### src/rtl/ide_sector_ctrl.sv
// IDE sector transfer sequencer: LBA load, READ/WRITE command, busy handshake, 512-byte data move.
// Optional status-poll timeout is compiled in when IDE_CTRL_TIMEOUT_EN is defined.
module ide_sector_ctrl #(
    parameter int STROBE_CYCLES = 2,
    parameter int SECTOR_BYTES  = 512,
    parameter int POLL_LIMIT    = 4096
) (
    input  logic                            clk_i,
    input  logic                            arst_i,
    input  logic                            start_i,
    input  logic                            dir_wr_i,
    input  logic [23:0]                     lba_i,
    output logic                            busy_o,
    output logic                            done_o,
    output logic                            error_o,
    output logic                            ide_ce_n_o,
    output logic                            ide_oe_n_o,
    output logic                            ide_we_n_o,
    output logic [2:0]                      ide_addr_o,
    output logic [7:0]                      ide_wdata_o,
    input  logic [7:0]                      ide_rdata_i,
    output logic [$clog2(SECTOR_BYTES)-1:0] buf_addr_o,
    output logic                            buf_we_o,
    output logic [7:0]                      buf_wdata_o,
    input  logic [7:0]                      buf_rdata_i
);
    localparam int BA_W  = $clog2(SECTOR_BYTES);
    localparam int CNT_W = BA_W + 1;
    localparam int SC_W  = (STROBE_CYCLES > 1) ? $clog2(STROBE_CYCLES) : 1;

    typedef enum logic [2:0] {
        S_IDLE, S_LBA, S_CMD, S_WAIT_BSY, S_XFER, S_WAIT_RDY, S_DONE
    } state_t;

    typedef enum logic [1:0] {
        PH_IDLE, PH_SETUP, PH_STROBE, PH_HOLD
    } phase_t;

    state_t           state_q, state_d;
    phase_t           phase_q, phase_d;
    logic [SC_W-1:0]  stb_q, stb_d;
    logic [1:0]       idx_q, idx_d;
    logic [CNT_W-1:0] count_q, count_d;
    logic [23:0]      lba_q, lba_d;
    logic             dir_q, dir_d;
    logic             busy_q, busy_d;
    logic [2:0]       addr_q, addr_d;
    logic [7:0]       wdata_q, wdata_d;
    logic [7:0]       rdata_q, rdata_d;
    logic             acc_rd, xfer_wr, again;
`ifdef IDE_CTRL_TIMEOUT_EN
    localparam int PC_W = $clog2(POLL_LIMIT + 1);
    logic             error_q, error_d;
    logic [PC_W-1:0]  poll_q, poll_d;
`endif

    function automatic logic [2:0] reg_sel(input state_t s, input logic [1:0] i);
        case (s)
            S_LBA:   reg_sel = 3'd3 + {1'b0, i};
            S_XFER:  reg_sel = 3'd0;
            default: reg_sel = 3'd7;
        endcase
    endfunction

    function automatic logic [7:0] reg_wdata(input state_t s, input logic [1:0] i,
                                             input logic [23:0] l, input logic d);
        reg_wdata = 8'h00;
        if (s == S_LBA) begin
            case (i)
                2'd0:    reg_wdata = l[7:0];
                2'd1:    reg_wdata = l[15:8];
                default: reg_wdata = l[23:16];
            endcase
        end else if (s == S_CMD) begin
            reg_wdata = d ? 8'h30 : 8'h20;
        end
    endfunction

    assign acc_rd  = (state_q == S_WAIT_BSY) || (state_q == S_WAIT_RDY) ||
                     ((state_q == S_XFER) && !dir_q);
    assign xfer_wr = (state_q == S_XFER) && dir_q;

    always_comb begin
        state_d = state_q;
        phase_d = phase_q;
        stb_d   = stb_q;
        idx_d   = idx_q;
        count_d = count_q;
        lba_d   = lba_q;
        dir_d   = dir_q;
        busy_d  = busy_q;
        addr_d  = addr_q;
        wdata_d = wdata_q;
        rdata_d = rdata_q;
        again   = 1'b0;
`ifdef IDE_CTRL_TIMEOUT_EN
        error_d = error_q;
        poll_d  = poll_q;
`endif
        case (state_q)
            S_IDLE: if (start_i) begin
                lba_d   = lba_i;
                dir_d   = dir_wr_i;
                busy_d  = 1'b1;
                idx_d   = 2'd0;
                state_d = S_LBA;
`ifdef IDE_CTRL_TIMEOUT_EN
                error_d = 1'b0;
`endif
            end
            S_DONE: begin
                busy_d  = 1'b0;
                state_d = S_IDLE;
            end
            default: ;
        endcase

        case (phase_q)
            PH_IDLE: if (state_q != S_IDLE && state_q != S_DONE) begin
                phase_d = PH_SETUP;
                addr_d  = reg_sel(state_q, idx_q);
                wdata_d = reg_wdata(state_q, idx_q, lba_q, dir_q);
            end
            PH_SETUP: begin
                phase_d = PH_STROBE;
                stb_d   = '0;
                if (xfer_wr) wdata_d = buf_rdata_i;
            end
            PH_STROBE: begin
                if (stb_q == SC_W'(STROBE_CYCLES - 1)) begin
                    phase_d = PH_HOLD;
                    if (acc_rd) rdata_d = ide_rdata_i;
                end else begin
                    stb_d = stb_q + SC_W'(1);
                end
            end
            PH_HOLD: begin
                phase_d = PH_IDLE;
                case (state_q)
                    S_LBA: begin
                        if (idx_q == 2'd2) state_d = S_CMD;
                        else begin
                            idx_d = idx_q + 2'd1;
                            again = 1'b1;
                        end
                    end
                    S_CMD: state_d = S_WAIT_BSY;
                    S_WAIT_BSY: begin
                        if (rdata_q[3]) begin
                            state_d = S_XFER;
                            count_d = '0;
                        end else again = 1'b1;
                    end
                    S_XFER: begin
                        if (count_q == CNT_W'(SECTOR_BYTES - 1)) state_d = S_WAIT_RDY;
                        else begin
                            count_d = count_q + CNT_W'(1);
                            again   = 1'b1;
                        end
                    end
                    S_WAIT_RDY: begin
                        if (!rdata_q[3]) state_d = S_DONE;
                        else again = 1'b1;
                    end
                    default: ;
                endcase
`ifdef IDE_CTRL_TIMEOUT_EN
                // A poll that missed its bit3 value counts toward the limit; the last one aborts
                if (again && (state_q == S_WAIT_BSY || state_q == S_WAIT_RDY)) begin
                    if (poll_q == PC_W'(POLL_LIMIT - 1)) begin
                        again   = 1'b0;
                        error_d = 1'b1;
                        state_d = S_DONE;
                        poll_d  = '0;
                    end else begin
                        poll_d = poll_q + PC_W'(1);
                    end
                end else if (state_d != state_q) begin
                    poll_d = '0;
                end
`endif
                // Back-to-back access within the same state: SETUP directly follows HOLD
                if (again) begin
                    phase_d = PH_SETUP;
                    addr_d  = reg_sel(state_d, idx_d);
                    wdata_d = reg_wdata(state_d, idx_d, lba_q, dir_q);
                end
            end
            default: phase_d = PH_IDLE;
        endcase
    end

    always_ff @(posedge clk_i or posedge arst_i) begin
        if (arst_i) begin
            state_q <= S_IDLE;
            phase_q <= PH_IDLE;
            stb_q   <= '0;
            idx_q   <= '0;
            count_q <= '0;
            lba_q   <= '0;
            dir_q   <= 1'b0;
            busy_q  <= 1'b0;
            addr_q  <= '0;
            wdata_q <= '0;
            rdata_q <= '0;
`ifdef IDE_CTRL_TIMEOUT_EN
            error_q <= 1'b0;
            poll_q  <= '0;
`endif
        end else begin
            state_q <= state_d;
            phase_q <= phase_d;
            stb_q   <= stb_d;
            idx_q   <= idx_d;
            count_q <= count_d;
            lba_q   <= lba_d;
            dir_q   <= dir_d;
            busy_q  <= busy_d;
            addr_q  <= addr_d;
            wdata_q <= wdata_d;
            rdata_q <= rdata_d;
`ifdef IDE_CTRL_TIMEOUT_EN
            error_q <= error_d;
            poll_q  <= poll_d;
`endif
        end
    end

    // Bus strobes decode straight from the phase register so arst releases them at once
    assign ide_ce_n_o  = (phase_q == PH_IDLE);
    assign ide_oe_n_o  = !((phase_q == PH_STROBE) && acc_rd);
    assign ide_we_n_o  = !((phase_q == PH_STROBE) && !acc_rd);
    assign ide_addr_o  = addr_q;
    assign ide_wdata_o = (xfer_wr && phase_q == PH_SETUP) ? buf_rdata_i : wdata_q;

    // In write direction the next byte address is issued during HOLD to hide buffer latency
    assign buf_addr_o  = count_q[BA_W-1:0] + {{(BA_W-1){1'b0}}, (xfer_wr && phase_q == PH_HOLD)};
    assign buf_we_o    = (state_q == S_XFER) && !dir_q && (phase_q == PH_HOLD);
    assign buf_wdata_o = rdata_q;

    assign busy_o = busy_q;
    assign done_o = (state_q == S_DONE);
`ifdef IDE_CTRL_TIMEOUT_EN
    assign error_o = error_q;
`else
    assign error_o = 1'b0;
`endif

endmodule
### config.mk
export PLATFORM = sky130hd
export DESIGN_NAME = ide_sector_ctrl
export DESIGN_NICKNAME = d
export VERILOG_FILES = /design/src/rtl/ide_sector_ctrl.sv
export SDC_FILE = /design/constraint.sdc
export NUM_CORES = 1
export LEC_CHECK = 0
export ABC_AREA = 1
export BUFFER_PORTS_ARGS = -buffer_cell sky130_fd_sc_hd__buf_4
export CAP_MARGIN = 20
export CORE_ASPECT_RATIO = 0.7
export CORE_MARGIN = 3
export CORE_UTILIZATION = 45
export CTS_CLUSTER_DIAMETER = 150
export DETAILED_ROUTE_END_ITERATION = 10
export PLACE_DENSITY = 0.63
export SKIP_LAST_GASP = 1
export SYNTH_ARGS = -nofsm -noshare
export SYNTH_HDL_FRONTEND = slang
export SYNTH_SLANG_ARGS = --single-unit
### constraint.sdc
create_clock -name clk_i -period 3.05 [get_ports clk_i]
set_input_delay 0.61 -clock clk_i [delete_from_list [all_inputs] [get_ports clk_i]]
set_output_delay 0.61 -clock clk_i [all_outputs]
set_load 0.01 [all_outputs]
==> results of run 1 <==
[final cells by class]
| class | count | share of cell area |
|---|---|---|
| multi-input cells | 382 | 0.4176 |
| inverters | 59 | 0.04541 |
| clock inverters | 5 | 0.01489 |
| clock buffers | 9 | 0.04466 |
| well taps | 120 | 0.02978 |
| repair buffers | 89 | 0.1350 |
| flip-flops and latches | 63 | 0.3127 |
[what timing repair did]
item | in CTS | in global routing
hold endpoints to repair | 0 | 0
gates resized for setup | 0 | 3
endpoints found under the setup margin | 0 | 3
[state kept, by name, indices dropped and copies added (netlist names)]
name and cells:
ide_addr_o 3, wdata_q 8, count_q 10, busy_o 1
state_q 3, dir_q 1, phase_q 2, idx_q 2
lba_q 24, buf_wdata_o 8, stb_q 1
[through the flow]
step           utilization  hold WS (ps)  total power [W]  TNS, ps
3_5_place_dp        0.5513         474.7         0.004444        0
6_report            0.5875         401.1         0.005552        0
3_3_place_gp        0.5513         465.7         0.004409        0
2_1_floorplan            -         465.6         0.003576        0
5_1_grt             0.5875         459.8         0.006035   -28.95
4_1_cts             0.5863         424.9         0.005540        0
[report_power, final]
group          switching [W]  leakage, nW  internal (W)
logic                0.00187         1.57       0.00117
registers           0.000261        0.783       0.00119
clock network       0.000357        0.151      0.000700
total                0.00249         2.50       0.00306
[synthesized netlist by cell type, types with 2 or more instances]
cell type  instances
xor2_1            10
dfrtp_1           63
nand2_2            6
o211ai_1          10
nor2_4             3
nand2_4            4
a21boi_1           6
nand2_1          164
xnor2_1            2
o221ai_1           2
nor2_2             3
inv_2              5
clkbuf_1           9
inv_1             52
o31ai_1            5
a22oi_1            5
ha_1              13
nand3_2            3
mux2_2             7
nor3_1             3
o21ai_0           32
nand4_1            8
buf_6              7
nor3_4             2
buf_2              2
nand3_1           34
o21ai_2            2
buf_4              2
a21oi_1           16
nor2_1            31
[metal layers]
layer  track usage  vias to the layer above  routed length (µm)
li1              -                     1860                   -
met5             0                        -                   0
met2        0.3029                      135                4296
met3       0.06862                       11                 804
met4       0.05783                        0                 112
met1        0.3388                     1775                5500
[kinds of logic after synthesis]
group                      after synthesis
muxes                                    7
and+or+nand+nor                        266
xor gates and xnor gates                12
buffers and inverters                   79
adders and majority gates               13
other                                    1
AOI/OAI and AO/OA                       83
DFF                                     63
[worst max path at each step]
| stage | from | to | slack, ps | depth (start not counted) |
|---|---|---|---|---|
| CTS | state_q[1] | buf_addr_o[8] | 40 | 11 |
| finish | state_q[1] | buf_addr_o[8] | 150 | 11 |
| global route | state_q[1] | buf_addr_o[8] | -30 | 11 |
| detailed placement | state_q[1] | buf_addr_o[8] | 410 | 11 |
| global placement | state_q[1] | buf_addr_o[8] | 500 | 11 |
| floorplan | phase_q[1] | buf_addr_o[8] | 460 | 9 |
==> impl_metrics.json, run 1 <==
{
  "layout_min_cycle_time_ps": 2899,
  "grt_pass1_vias": 3519,
  "yosys.area_share.simple": 0.3042,
  "rr_worst_depth": 14,
  "synthToLayoutAreaGrowth_pct": 24.85,
  "grt-ovfl-total": 0,
  "cts.sinks": 63,
  "antenna_found_initial": 0,
  "initial_core_util": 0.4706,
  "ys_top_cells_by_area": "dfrtp_1, nand2_1, inv_1",
  "multi_input_area_um2": 2106,
  "reg2reg_from": "state_q[2]",
  "syn_area_per_cell_um2": 7.708,
  "clk_latency_ps": 330,
  "fin_crit_sh": 0.9504,
  "synth.yosys.seq_area_share": 0.3903,
  "drt_drc_violations_left": 0,
  "max_slew_margin": 0.5160,
  "critPathTopFamily": "simple AND/OR/NAND/NOR gates",
  "cp_common_cell": "nand2_4",
  "setup_slack_ps": 151.3,
  "reg2reg_to": "wdata_q[6]",
  "p_leak_nw": 2.502,
  "nNetsFinal": 661,
  "vias": 3781,
  "final_cell_mix": "nand2_1, buf_4, dfrtp_1",
  "die_h_um": 85.27,
  "crit_required_ps": 2440,
  "cts_buffers": 9,
  "dieArea_um2": 10170,
  "core.rowCount": 28,
  "r2r_slack_ps": 410,
  "grt_max_degree": 33,
  "synth_compound_area_frac": 0.1279,
  "worstPathArrival_ps": 2290,
  "dp_cells": 713,
  "io_pins": 79,
  "ys_types": 43,
  "yosysWarnings": 0,
  "synth-edff-count": 0,
  "avgViaCountPerCell": 5.201,
  "synth_top_area_frac": 0.3903,
  "crit_chain": "nor2_4, nand2_4, inv_6, nand2_4, nor2_1, ha_1, ha_2, nand3_1, nor3_2, xor2_1, buf_4",
  "routabilityCongestion": 0.9198,
  "stdcell_area_um2": 5042,
  "clockRootBuffer": "clkbuf_16",
  "synth_top_family_by_area": "simple AND/OR/NAND/NOR gates",
  "synth_area_um2": 4039,
  "numPortBuffers": 77,
  "h-tree-depth": 3,
  "stdcell_count": 727,
  "synth_fp_nets": 581,
  "drv_slew": 0,
  "outcome": "finished clean",
  "fin_skew_ps": 3.936,
  "diodes": 0,
  "synth_flop_cell": "dfrtp_1",
  "core_um2": 8583,
  "syn_inst": 524,
  "setup_viol": 0,
  "hold_buffers": 0,
  "grt_usage": 0.2224,
  "ant_nets": 0,
  "hp-class": "input pin to async pin",
  "path_buf_inv": 2,
  "pwr_density_cell_nw_per_um2": 1101,
  "grt_first_pass_wirelength_um": 17860,
  "hold_violations": 0,
  "ys_seq_elements": 63,
  "cap_violations": 0,
  "dr.pass1.iters": 5,
  "crit_fanout": 10,
  "wl_um": 10710,
  "end_kind": "output pin",
  "cts_tree": "built",
  "clkTransAtPathRegs_ps": 50,
  "dpl-instance-area_um2": 4732,
  "crit_type": "flip-flop to output pin",
  "synth_mux_area_frac": 0.01952,
  "cts_buffer_depth": 2,
  "cts_setup_buffers": 0,
  "pre_cts_slack_ps": 412.3,
  "wl_per_cell_um": 14.74,
  "crit_path_max_incr_delay_ps": 400,
  "synth-xor-area-share": 0.02602,
  "startpoint_type": "flip-flop",
  "synth_top_cell_by_area": "dfrtp_1",
  "ir_drop_mv": 0.7543,
  "fmax_mhz": 345.0,
  "dieWidth_um": 119.2,
  "tightestPinTransition_ps": 724.9,
  "seq_area_um2": 1577,
  "synth_adder_area_share": 0.04027,
  "drtIter0Drc": 262,
  "hpwl_um": 8124,
  "synthArstFlopShare": 1.000,
  "rsz0062_at_grt": "yes",
  "worst_path_max_delay_cell": "dfrtp_1",
  "drive_above_1_share": 0.2455,
  "mostFrequentLayoutCell": "nand2_1",
  "fillCellCount": 790
}
Power figures use the tool's default switching activity.
==> inputs of run 2 (changes only) <==
- MAX_ROUTING_LAYER: unset -> met4
- clock period: 3.05 -> 3.6 ns (I/O delays scaled with it)
==> run 2 against run 1 <==
Against the previous run:
- clock skew is 5.0 ps higher
- critical endpoint unchanged
- wire length is 6.3% lower
- power is 16% lower
- sequential power is 12% lower
- critical path depth stayed put
- utilization is 0.20 points lower
- sequential cell count stayed put
- register-to-register slack better by 360 ps
- cell count is 0.41% lower
==> impl_metrics.json, run 2 (synthesized netlist as in run 1, its figures left out) <==
{
  "fillCellCount": 802,
  "diodes": 0,
  "hold_buffers": 0,
  "final_core_util": 0.5854,
  "tightestPinTransition_ps": 617.1,
  "p_seq_frac": 0.273,
  "multi_input_area_um2": 2096,
  "setup_viol": 0,
  "drtIter0Drc": 301,
  "crit_type": "flip-flop to output pin",
  "internal-power_w": 0.002568,
  "crit_fanout": 11,
  "grt_max_degree": 48,
  "h-tree-depth": 3,
  "die_h_um": 85.27,
  "cts_buffers": 9,
  "core_um2": 8583,
  "fin_setup_tns_ps": 0,
  "seq_area_um2": 1578,
  "hold_violations": 0,
  "wl_um": 10040,
  "routabilityCongestion": 0.8969,
  "pwr-share-comb": 0.521,
  "largestRegisters": "lba_q: 24 flops, count_q: 10 flops",
  "fmax_mhz": 304.5,
  "worst_path_max_delay_cell": "dfrtp_1",
  "initial_core_util": 0.4706,
  "path_buf_inv": 2,
  "wl_per_cell_um": 13.86,
  "final_cell_mix": "nand2_1, buf_4, dfrtp_1",
  "cts_tree": "built",
  "crit_path_max_incr_delay_ps": 570,
  "cts.sinks": 63,
  "p_leak_nw": 2.491,
  "io_pins": 79,
  "grt_usage": 0.2128,
  "dieWidth_um": 119.2,
  "grt_pass1_vias": 3436,
  "clkTransAtPathRegs_ps": 60,
  "worstPathArrival_ps": 2560,
  "largest_reg_flops": 24,
  "layout_min_cycle_time_ps": 3284,
  "fin_crit_sh": 0.9122,
  "clk_latency_ps": 330,
  "critPathTopFamily": "simple AND/OR/NAND/NOR gates",
  "largest_register": "lba_q",
  "crit_required_ps": 2880,
  "avgViaCountPerCell": 5.051,
  "clock_power_share": 0.206,
  "end_kind": "output pin",
  "numPortBuffers": 77,
  "drv_slew": 0,
  "nNetsFinal": 656,
  "rsz0062_at_grt": "no",
  "cts_buffer_depth": 2,
  "synthToLayoutAreaGrowth_pct": 24.41,
  "antenna_found_initial": 0,
  "swShare": 0.4480,
  "drive_above_1_share": 0.2384,
  "outcome": "finished clean",
  "fin_skew_ps": 8.896,
  "mostFrequentLayoutCell": "nand2_1",
  "startpoint_type": "flip-flop",
  "hpwl_um": 7608,
  "core.rowCount": 28,
  "grt_first_pass_wirelength_um": 16970,
  "p_sw_w": 0.002084,
  "drt_drc_violations_left": 0,
  "hp-class": "input pin to async pin",
  "ir_drop_mv": 0.3858,
  "clockRootBuffer": "clkbuf_16",
  "max_slew_margin": 0.5886,
  "vias": 3657,
  "pwr_density_cell_nw_per_um2": 925.8,
  "grt-ovfl-total": 0,
  "dr.pass1.iters": 5,
  "dieArea_um2": 10170,
  "crit_chain": "nor2_4, nand2_4, inv_6, nand2_4, nor2_1, ha_1, ha_1, nand3_1, nor3_1, xor2_1, buf_4",
  "ant_nets": 0,
  "cap_violations": 0
}
## run 2: worst paths after layout
path / end / start / slack, ps / cells past startpoint
hold reg to reg: ide_addr_o[0] / ide_addr_o[0] / 480 / 2
setup / recovery: buf_addr_o[8] / state_q[0] / 320 / 11
setup reg to reg: wdata_q[6] / state_q[1] / 770 / 13
hold / removal: lba_q[5] / arst_i / 270 / 2
min in group clk_i: ide_addr_o[0] / ide_addr_o[0] / 480 / 2
max in group asynchronous: wdata_q[1] / arst_i / 2620 / 4
## run 2: cell type report
cell class                      count  share of cell area
Sequential cell                    63              0.3140
Timing Repair Buffer               84              0.1280
Tap cell                          120             0.02988
Multi-Input combinational cell    382              0.4171
Clock buffer                        9             0.04482
Inverter                           59             0.04557
Clock inverter                      7             0.02067
## run 2: worst reg2reg max path, delay by kind of cell, from the launching register on
kind	cells	cell delay [ps]
adders and majority gates	1	300
buffers and inverters	3	420
DFF	1	550
AOI/OAI and AO/OA	4	620
and+or+nand+nor	5	850
## run 2: repair_timing
action / 4_1_cts / 5_1_grt
gates resized for setup: 0 / 1
setup buffers: 0 / 0
endpoints found under the setup margin: 0 / 1
endpoints found under the hold margin: 0 / 0
## run 2: metrics by stage
step                      hold slack (ps)  power [W]  cell area, µm²  worst slack (ps)  instances
after global placement              466.8   0.003644            4674             688.0        707
after detailed placement            467.5   0.003675            4674             624.1        707
final                               273.6   0.004652            5025             316.2        724
after global routing                276.2   0.005056            5025             47.31        724
after floorplan                     465.6   0.003030            4039             904.9        524
after CTS                           483.0   0.004658            5004             241.6        723
## run 2: power groups by stage
stage | combinational, W | sequential [W] | clock (W)
6_report | 0.00242 | 0.00127 | 0.000959
5_1_grt | 0.00275 | 0.00131 | 0.00100
4_1_cts | 0.00242 | 0.00126 | 0.000975
3_5_place_dp | 0.00240 | 0.00127 | 0
3_3_place_gp | 0.00238 | 0.00126 | 0
2_1_floorplan | 0.00184 | 0.00119 | 0
## run 2: layer usage
| metal | vias up | global-route usage | routed length [µm] |
|---|---|---|---|
| li1 | 1852 | - | - |
| met1 | 1682 | 0.3256 | 5316 |
| met2 | 113 | 0.2809 | 3985 |
| met3 | 10 | 0.04064 | 620 |
| met4 | 0 | 0.06204 | 115 |
| met5 | - | - | 0 |
==> inputs of run 3 (changes only) <==
- CTS_BUF_LIST: unset -> sky130_fd_sc_hd__clkbuf_8
- CTS_CLUSTER_SIZE: unset -> 24
==> run 3 against run 2 <==
Against the previous run:
- critical path depth unchanged
- combinational power about the same
- worst setup slack worse by 25 ps
- sequential power about the same
- largest power group unchanged
- highest routed layer unchanged
- clock power shrank 25%
- wire length shrank 0.57%
- critical endpoint unchanged
- hold slack got worse by 33 ps
- fmax fell by 0.75%
==> impl_metrics.json, run 3 (synthesized netlist as in run 1, its figures left out) <==
{
  "outcome": "finished clean",
  "hold_violations": 0,
  "startpoint_type": "flip-flop",
  "stdcell_count": 724,
  "routabilityCongestion": 0.8969,
  "tightestPinTransition_ps": 616.3,
  "mostFrequentLayoutCell": "nand2_1",
  "layout_min_cycle_time_ps": 3309,
  "nNetsFinal": 656,
  "initial_core_util": 0.4706,
  "numPortBuffers": 77,
  "grt-ovfl-total": 0,
  "crit_type": "flip-flop to output pin",
  "io_pins": 79,
  "synthToLayoutAreaGrowth_pct": 21.90,
  "drive_above_1_share": 0.2384,
  "avgViaCountPerCell": 5.001,
  "fmax_mhz": 302.3,
  "hpwl_um": 7608,
  "fin_skew_ps": 12.41,
  "dr.pass1.iters": 5,
  "h-tree-depth": 3,
  "core_um2": 8583,
  "core.rowCount": 28,
  "dieArea_um2": 10170,
  "clkTransAtPathRegs_ps": 90,
  "clk_latency_ps": 370,
  "largest_register": "lba_q",
  "end_kind": "output pin",
  "cts_buffer_depth": 2,
  "worst_path_max_delay_cell": "dfrtp_1",
  "cts_buffers": 9,
  "path_buf_inv": 2,
  "crit_chain": "nor2_4, nand2_4, inv_6, nand2_4, nor2_1, ha_1, ha_1, nand3_1, nor3_1, xor2_1, buf_4",
  "crit_path_max_incr_delay_ps": 560,
  "cts_tree": "built",
  "grt_pass1_vias": 3425,
  "wl_um": 9980,
  "drt_drc_violations_left": 0,
  "cap_violations": 0,
  "grt_max_degree": 48,
  "fin_crit_sh": 0.9190,
  "final_cell_mix": "nand2_1, buf_4, dfrtp_1",
  "ir_drop_mv": 0.3750,
  "worstPathArrival_ps": 2590,
  "critPathTopFamily": "simple AND/OR/NAND/NOR gates",
  "p_leak_nw": 2.444,
  "final_core_util": 0.5736,
  "fin_setup_tns_ps": 0,
  "antenna_found_initial": 0,
  "largestRegisters": "lba_q: 24 flops, count_q: 10 flops",
  "die_h_um": 85.27,
  "crit_required_ps": 2880,
  "clockRootBuffer": "clkbuf_8",
  "setup_viol": 0,
  "hp-class": "input pin to async pin",
  "dieWidth_um": 119.2,
  "max_slew_margin": 0.5891,
  "drtIter0Drc": 319,
  "pwr_density_cell_nw_per_um2": 894.0,
  "dp_cells": 707,
  "wl_per_cell_um": 13.78,
  "ant_nets": 0,
  "rsz0062_at_grt": "no",
  "grt_usage": 0.2131,
  "vias": 3621,
  "cts.sinks": 63,
  "grt_first_pass_wirelength_um": 16910,
  "crit_fanout": 10,
  "diodes": 0,
  "drv_slew": 0,
  "largest_reg_flops": 24
}
==> run 3: layout make-up <==
class | instances | area (µm²)
inverters | 59 | 229.0
flip-flops and latches | 63 | 1578
fillers | 821 | 3660
repair buffers | 84 | 643.1
clock buffers | 9 | 123.9
multi-input cells | 382 | 2096
clock inverters | 7 | 103.9
well taps | 120 | 150.1
==> run 3: power breakdown <==
part	internal [W]	leakage, nW	switching [W]
sequential	0.00101	0.781	0.000260
clock	0.000399	0.115	0.000325
combinational	0.000944	1.55	0.00147
total	0.00235	2.44	0.00205
==> run 3: worst paths after layout <==
| path | startpoint | endpoint | slack, ps | cells after the start |
|---|---|---|---|---|
| max reg2reg | state_q[1] | wdata_q[6] | 760 | 13 |
| max in group asynchronous | arst_i | wdata_q[1] | 2650 | 4 |
| max | state_q[1] | buf_addr_o[8] | 290 | 11 |
| min | arst_i | lba_q[5] | 240 | 2 |
| min reg2reg | ide_addr_o[0] | ide_addr_o[0] | 490 | 2 |
| min in group clk_i | ide_addr_o[0] | ide_addr_o[0] | 490 | 2 |
==> run 3: routing by layer <==
| metal | vias to the layer above | part of all wire | global-route usage |
|---|---|---|---|
| li1 | 1845 | - | - |
| met1 | 1659 | 0.53 | 0.3247 |
| met2 | 110 | 0.39 | 0.2752 |
| met3 | 7 | 0.070 | 0.06129 |
| met4 | 0 | 0.0065 | 0.04522 |
| met5 | - | 0 | - |
==> run 3: timing repair <==
action | CTS | global route
hold buffers | 0 | 0
setup buffers | 0 | 0
resized for setup | 0 | 1
endpoints found under the hold margin | 0 | 0
endpoints found under the setup margin | 0 | 1
==> run 3: metrics by stage <==
step,setup WS [ps],power [W],instance area [µm²],hold slack (ps)
6_report,291.5,0.004402,4923,240.5
5_1_grt,1.766,0.004813,4923,235.1
4_1_cts,212.8,0.004411,4902,487.0
3_5_place_dp,624.1,0.003675,4674,467.5
3_3_place_gp,688.0,0.003644,4674,466.8
2_1_floorplan,904.9,0.003030,4039,465.6
